File: src/rtl/max_serial_if.sv
// ============================================================================
//  Module   : max_serial_if
//  Purpose  : Sample stream and result bus for max_serial. The producer side
//             drives in_valid/data_in and observes results (master); the
//             max_serial core consumes samples and drives results (slave).
//             index_out exists only when MAX_SERIAL_ARGMAX_EN is defined.
//  Revision : 1.0 - initial release
// ============================================================================
`default_nettype none

interface max_serial_if #(
  parameter int WIDTH = 16,
  parameter int LEN   = 8
);
  localparam int IW = ($clog2(LEN) > 1) ? $clog2(LEN) : 1;

  logic             in_valid;
  logic [WIDTH-1:0] data_in;
  logic             out_valid;
  logic [WIDTH-1:0] data_out;
  logic             busy;
`ifdef MAX_SERIAL_ARGMAX_EN
  logic [IW-1:0]    index_out;
`endif

  // Sample producer / result consumer.
  modport master (
    output in_valid,
    output data_in,
    input  out_valid,
    input  data_out,
`ifdef MAX_SERIAL_ARGMAX_EN
    input  index_out,
`endif
    input  busy
  );

  // max_serial core.
  modport slave (
    input  in_valid,
    input  data_in,
    output out_valid,
    output data_out,
`ifdef MAX_SERIAL_ARGMAX_EN
    output index_out,
`endif
    output busy
  );

endinterface : max_serial_if

`default_nettype wire

File: src/rtl/max_serial.sv
// ============================================================================
//  Module   : max_serial
//  Purpose  : Frame-wise running maximum over a serial sample stream. Every
//             LEN accepted samples form a frame; one clock after the last
//             sample the frame maximum appears on data_out with a one-cycle
//             out_valid pulse. clr aborts the partial frame.
//  Options  : MAX_SERIAL_ARGMAX_EN - also track the position of the maximum
//             (earliest index on ties) and drive index_out.
//  Revision : 1.0 - initial release
// ============================================================================
`default_nettype none

module max_serial #(
  parameter int WIDTH = 16,
  parameter int LEN   = 8
) (
  input  wire        clk,
  input  wire        resetn,
  input  wire        clr,
  max_serial_if.slave bus
);

  localparam int            c_IW   = ($clog2(LEN) > 1) ? $clog2(LEN) : 1;
  localparam logic [c_IW-1:0] c_LAST = c_IW'(LEN - 1);
  localparam logic [c_IW-1:0] c_ONE  = c_IW'(1);

  localparam logic [0:0] c_ST_FIRST = 1'b0;
  localparam logic [0:0] c_ST_ACC   = 1'b1;

  logic [0:0]       r_state;
  logic [c_IW-1:0]  r_cnt;
  logic [WIDTH-1:0] r_run_max;
  logic             r_out_valid;
  logic [WIDTH-1:0] r_data_out;

  logic [0:0]       w_state_nxt;
  logic [c_IW-1:0]  w_cnt_nxt;
  logic [WIDTH-1:0] w_max_nxt;
  logic             w_first;
  logic             w_frame_done;

`ifdef MAX_SERIAL_ARGMAX_EN
  logic [c_IW-1:0]  r_run_idx;
  logic [c_IW-1:0]  r_index_out;
  logic [c_IW-1:0]  w_idx_nxt;
`endif

  // State register plus datapath registers; results only move on frame completion.
  always_ff @(posedge clk or negedge resetn) begin
    if (!resetn) begin
      r_state     <= c_ST_FIRST;
      r_cnt       <= '0;
      r_run_max   <= '0;
      r_out_valid <= 1'b0;
      r_data_out  <= '0;
`ifdef MAX_SERIAL_ARGMAX_EN
      r_run_idx   <= '0;
      r_index_out <= '0;
`endif
    end else begin
      r_state     <= w_state_nxt;
      r_cnt       <= w_cnt_nxt;
      r_run_max   <= w_max_nxt;
      r_out_valid <= w_frame_done;
`ifdef MAX_SERIAL_ARGMAX_EN
      r_run_idx   <= w_idx_nxt;
`endif
      if (w_frame_done) begin
        r_data_out  <= w_max_nxt;
`ifdef MAX_SERIAL_ARGMAX_EN
        r_index_out <= w_idx_nxt;
`endif
      end
    end
  end

  // Next-state and datapath update; clr makes this cycle behave as FIRST so a
  // coincident sample opens the new frame and a coincident last sample never completes.
  always_comb begin
    w_state_nxt  = r_state;
    w_cnt_nxt    = r_cnt;
    w_max_nxt    = r_run_max;
    w_frame_done = 1'b0;
`ifdef MAX_SERIAL_ARGMAX_EN
    w_idx_nxt    = r_run_idx;
`endif
    w_first      = clr || (r_state == c_ST_FIRST);

    if (clr) begin
      w_state_nxt = c_ST_FIRST;
      w_cnt_nxt   = '0;
    end

    if (bus.in_valid) begin
      if (w_first) begin
        w_max_nxt   = bus.data_in;
`ifdef MAX_SERIAL_ARGMAX_EN
        w_idx_nxt   = '0;
`endif
        w_cnt_nxt   = c_ONE;
        w_state_nxt = c_ST_ACC;
      end else begin
        // Strict compare keeps the earliest position on ties.
        if (bus.data_in > r_run_max) begin
          w_max_nxt = bus.data_in;
`ifdef MAX_SERIAL_ARGMAX_EN
          w_idx_nxt = r_cnt;
`endif
        end
        if (r_cnt == c_LAST) begin
          w_frame_done = 1'b1;
          w_cnt_nxt    = '0;
          w_state_nxt  = c_ST_FIRST;
        end else begin
          w_cnt_nxt    = r_cnt + c_ONE;
        end
      end
    end
  end

  // Outputs: registered results and busy decoded from the state.
  always_comb begin
    bus.out_valid = r_out_valid;
    bus.data_out  = r_data_out;
    bus.busy      = (r_state == c_ST_ACC);
`ifdef MAX_SERIAL_ARGMAX_EN
    bus.index_out = r_index_out;
`endif
  end

endmodule : max_serial

`default_nettype wire

File: src/flat_wrapper.sv
// flat-port wrapper written by rule: the top's interface ports become plain ports
module max_serial_flat 
#(
  parameter int WIDTH = 16,
  parameter int LEN   = 8
)
  (clk, resetn, clr, bus_in_valid, bus_data_in, bus_out_valid, bus_data_out, bus_busy);
  max_serial_if #(.WIDTH(WIDTH), .LEN(LEN)) bus_i ();
  input  wire clk;
  input  wire resetn;
  input  wire clr;
  input wire logic [$bits(bus_i.in_valid)-1:0] bus_in_valid;
  input wire logic [$bits(bus_i.data_in)-1:0] bus_data_in;
  output wire logic [$bits(bus_i.out_valid)-1:0] bus_out_valid;
  output wire logic [$bits(bus_i.data_out)-1:0] bus_data_out;
  output wire logic [$bits(bus_i.busy)-1:0] bus_busy;
  assign bus_i.in_valid = bus_in_valid;
  assign bus_i.data_in = bus_data_in;
  assign bus_out_valid = bus_i.out_valid;
  assign bus_data_out = bus_i.data_out;
  assign bus_busy = bus_i.busy;
  max_serial #(.WIDTH(WIDTH), .LEN(LEN)) u_core (.clk(clk), .resetn(resetn), .clr(clr), .bus(bus_i));
endmodule
File: config.mk
export PLATFORM = sky130hd
export DESIGN_NAME = max_serial_flat
export DESIGN_NICKNAME = d
export VERILOG_FILES = /design/src/rtl/max_serial_if.sv /design/src/rtl/max_serial.sv /design/src/flat_wrapper.sv
export SDC_FILE = /design/constraint.sdc
export NUM_CORES = 1
export LEC_CHECK = 0
export ABC_CLOCK_PERIOD_IN_PS = 2200
export BUFFER_PORTS_ARGS = -buffer_cell sky130_fd_sc_hd__buf_2
export CELL_PAD_IN_SITES_DETAIL_PLACEMENT = 1
export CELL_PAD_IN_SITES_GLOBAL_PLACEMENT = 2
export CORE_AREA = 2 2 90 92
export CTS_CLUSTER_DIAMETER = 60
export CTS_CLUSTER_SIZE = 24
export DETAILED_ROUTE_END_ITERATION = 12
export DIE_AREA = 0 0 92 94
export PLACE_DENSITY = 0.66
export SLEW_MARGIN = 20
export SYNTH_ARGS = -nofsm -noshare
export SYNTH_HDL_FRONTEND = slang
export SYNTH_SLANG_ARGS = --single-unit
File: constraint.sdc
create_clock -name clk -period 2.2 [get_ports clk]
set_input_delay 0.22 -clock clk [delete_from_list [all_inputs] [get_ports clk]]
set_output_delay 0.22 -clock clk [all_outputs]
set_load 0.1 [all_outputs]
==> qor.csv <==
stage,metric,value,unit
final_layout,synth-to-layout area growth,42.1,%
pwr,P per Cell Area,630,nW/um^2
sta,Setup Viol. Count Final,21,
worst_setup_path,"slowest stage delay, CP",0.43,ns
pwr,Leakage,1.48,nW
logic_synthesis,asr flop ratio synth,100,%
logic_synthesis,mux share of post-synthesis cell area,10.4,%
clock_network,Max H-tree Level,2,
final_layout,most frequent cells in the layout,"37 x buf_2, 36 x buf_4, 36 x dfrtp_1, 35 x nand2_1, 17 x o211ai_1",
detailed_routing,First DRT Iteration DRCs,70,
clock_network,CTS tree,done,
sta,Final min period,2.28,ns
grt,number of global-route vias before repair,2023,
logic_synthesis,Synth Area in Compound Gates,17.7,%
detailed_routing,DRT Wirelength,6650,um
pwr,Clock power frac,25.4,%
logic_synthesis,Synth Net Count,256,
sta,Setup Skew,0.00839,ns
job,max cap viols,0,
grt,gr ovfl total,0,
floorplan,die width,92,um
pwr,Switching Fraction,31.2,%
detailed_routing,first-pass iteration count of the detailed router,4,
grt,antenna violations before repair,0,
worst_setup_path,CP max FO,7,
logic_synthesis,largest family of logic cells by synthesized area,compound AO/OA/AOI/OAI gates,
logic_synthesis,Yosys warnings,0,
clock_network,Num CTS Buffers,5,
pwr,NetSw,0.625,mW
outcome,outcome,"finished, violations left",
clock_network,clk sinks,37,
sta,Rel. slew slack,64.1,%
logic_synthesis,"Top FF cell, synth",dfrtp_1,
worst_setup_path,Critical-path top delay cell,o31a_4,
clock_network,Longest Clk Path Bufs,2,
logic_synthesis,Synth Instances,218,
floorplan,DIE AREA,8650,um^2
worst_setup_path,worst reg-to-reg path cell count,8,
logic_synthesis,syn_area_per_cell,10.3,um^2
placement,Cells after DPL,378,
logic_synthesis,"EDFF count, synth",0,
clock_network,root buf cell,clkbuf_8,
pwr,Seq pwr share,39.1,%
worst_hold_path,worst hold path depth,2,
sta,post-route clock period utilization,103,%
logic_synthesis,post-synthesis sequential area ratio,41.3,%
sta,worst slew pin tran,0.539,ns
logic_synthesis,area of the mapped netlist,2240,um^2
pwr,peak supply drop,0.326,mV
placement,HPWL after detailed placement,4310,um
final_layout,number of diodes,0,
floorplan,placement row count,32,
worst_setup_path,"Cell Chain, Critical Path",inv_2 -> ha_4 -> a21oi_2 -> nor3_1 -> a311o_1 -> o31a_4 -> buf_12 -> mux2_4,
detailed_routing,Via-to-Cell Ratio,4.86,
floorplan,die height,94,um
detailed_routing,DRT antenna net count,0,
pwr,Logic pwr share,35.5,%
floorplan,Starting Density,29.4,%
sta,"Slew Viols, Final",0,
sta,RSZ-0062 raised after global routing,yes,
sta,post-route setup slack,-0.0758,ns
final_layout,"most common cell after layout, fill and taps aside",buf_2,
logic_synthesis,Yosys reg bits,37,
grt,Tot GR Track Use,16.1,%
grt,largest net degree at the start of global routing,34,
detailed_routing,routed len/inst,16.8,um
final_layout,fin nets,331,
worst_setup_path,nature of the critical path endpoint,flop,
worst_setup_path,CP Class,flop to flop,
worst_setup_path,startpoint types,flop,
clock_network,Clock transition at path regs,0.07,ns
logic_synthesis,post-synthesis adder-cell area fraction,10.1,%
placement,RePlAce Congestion,0.723,
logic_synthesis,Synth Area in Simple Gates,14.6,%
sta,fmax,439,MHz
grt,first-pass GRT wire length,10800,um
floorplan,I/O pin total,38,
pwr,total power,2.00,mW
clock_network,Skew-Pair Late Insertion Delay,0.29,ns
final_layout,Non-Filler Instances,396,
worst_setup_path,crit path DAT,2.45,ns
outcome,failing checks,setup timing,
placement,PortBufs,37,
floorplan,core footprint,7610,um^2
worst_setup_path,critical path data required time,2.38,ns
worst_hold_path,worst min-delay path class,input pin to flop,
logic_synthesis,fraction of synthesized cell area in xor and xnor cells,0,%
pwr,Pint,1.38,mW
logic_synthesis,"Distinct cells, synth",32,
sta,"Hold Vio Cnt, Final",0,
detailed_routing,total number of vias,1924,
final_layout,layout cell share with drive strength beyond 1,43.9,%
detailed_routing,drt drc,0,
==> cell usage after synthesis (all sizes together) (2+ instances only) <==
master | number | area [um^2]
a21o | 2 | 15.0
a21oi | 6 | 30.0
buf | 5 | 36.3
clkbuf | 7 | 26.3
ha | 18 | 225
nand2 | 37 | 139
o311ai | 16 | 140
nor2b | 2 | 20.0
nand4 | 2 | 18.8
inv | 19 | 71.3
nor2 | 4 | 15.0
nand3 | 4 | 20.0
mux2 | 16 | 233
and2 | 15 | 93.8
dfrtp | 37 | 926
o211ai | 17 | 128
==> critical path: cells and delay by family, from the launching register on <==
kind | cells | cell delay, ns
AOI/OAI and AO/OA | 3 | 0.93
adders and majority gates | 1 | 0.20
buffers and inverters | 2 | 0.25
DFF | 1 | 0.41
muxes | 1 | 0.30
and+or+nand+nor | 1 | 0.07
==> power groups by stage <==
stage	sequential (mW)	combinational [mW]	clock, mW
after floorplan	0.815	0.278	0
after global placement	0.791	0.534	0
after detailed placement	0.794	0.543	0
after CTS	0.782	0.631	0.538
after global routing	0.793	0.774	0.556
final	0.783	0.712	0.508
==> per-stage QoR <==
stage | utilization (%) | TNS, ns | setup slack (ns) | hold slack, ns | instance area (um^2)
floorplan | - | 0 | 0.00592 | -0.0756 | 2270
global route | 41.8 | -2.42 | -0.133 | 0.164 | 3180
global placement | 36.9 | -0.310 | -0.0535 | 0.251 | 2810
finish | 41.8 | -0.996 | -0.0758 | 0.168 | 3180
CTS | 40.1 | -0.955 | -0.0761 | 0.160 | 3050
detailed placement | 36.9 | -0.706 | -0.0804 | 0.247 | 2810
==> cell families (layout without fill, tap and decap cells) <==
family,count (synthesis),count (layout)
simple gates,67,67
compound gates,49,49
flops,37,37
buf+inv,31,107
fa+ha+maj,18,18
mux,16,16
==> layer usage <==
metal  vias up  track usage, %  share of wire [%]
met2        24            28.2                 50
met4         0            3.73               0.89
met1       959            20.6                 46
met5         -               0                  0
li1        937               -                  -
met3         4            3.05                2.7
==> flip-flops by register name (all words and copies together), names as in the netlist <==
signal and count:
u_core.bus.data_out 16, u_core.r_run_max 16, u_core.r_cnt 3, u_core.bus.busy 1, u_core.bus.out_valid 1
==> final timing paths <==
check	endpoint	slack, ns	start
worst max-delay path	u_core.r_run_max[5]$_DFF_PN0_	-0.08	u_core.r_run_max[9]$_DFF_PN0_
worst min-delay path	u_core.r_cnt[1]$_DFFE_PN0P_	0.17	clr
worst max register to register	u_core.r_run_max[5]$_DFF_PN0_	-0.08	u_core.r_run_max[9]$_DFF_PN0_
worst min register to register	u_core.bus.data_out[11]$_DFFE_PN0P_	0.50	u_core.bus.data_out[11]$_DFFE_PN0P_
max in group asynchronous	u_core.r_run_max[0]$_DFF_PN0_	1.11	resetn
min in group asynchronous	u_core.r_run_max[14]$_DFF_PN0_	0.44	resetn
==> layout make-up <==
class / instances / area [um^2]
Tap cell: 102 / 128
Fill cell: 856 / 4430
Sequential cell: 37 / 930
Timing Repair Buffer: 80 / 589
Multi-Input combinational cell: 150 / 1370
Inverter: 19 / 71.3
Clock buffer: 8 / 90.1
==> what timing repair did <==
| item | CTS | global route |
|---|---|---|
| gates cloned | 1 | 1 |
| hold buffers | 1 | 0 |
| resized for setup | 13 | 24 |
| pin swaps | 4 | 12 |
| setup endpoints to repair | 16 | 32 |
| buffers inserted | 3 | 4 |
| hold endpoints to repair | 21 | 0 |
Note: power is estimated with default switching activity, not from simulation.
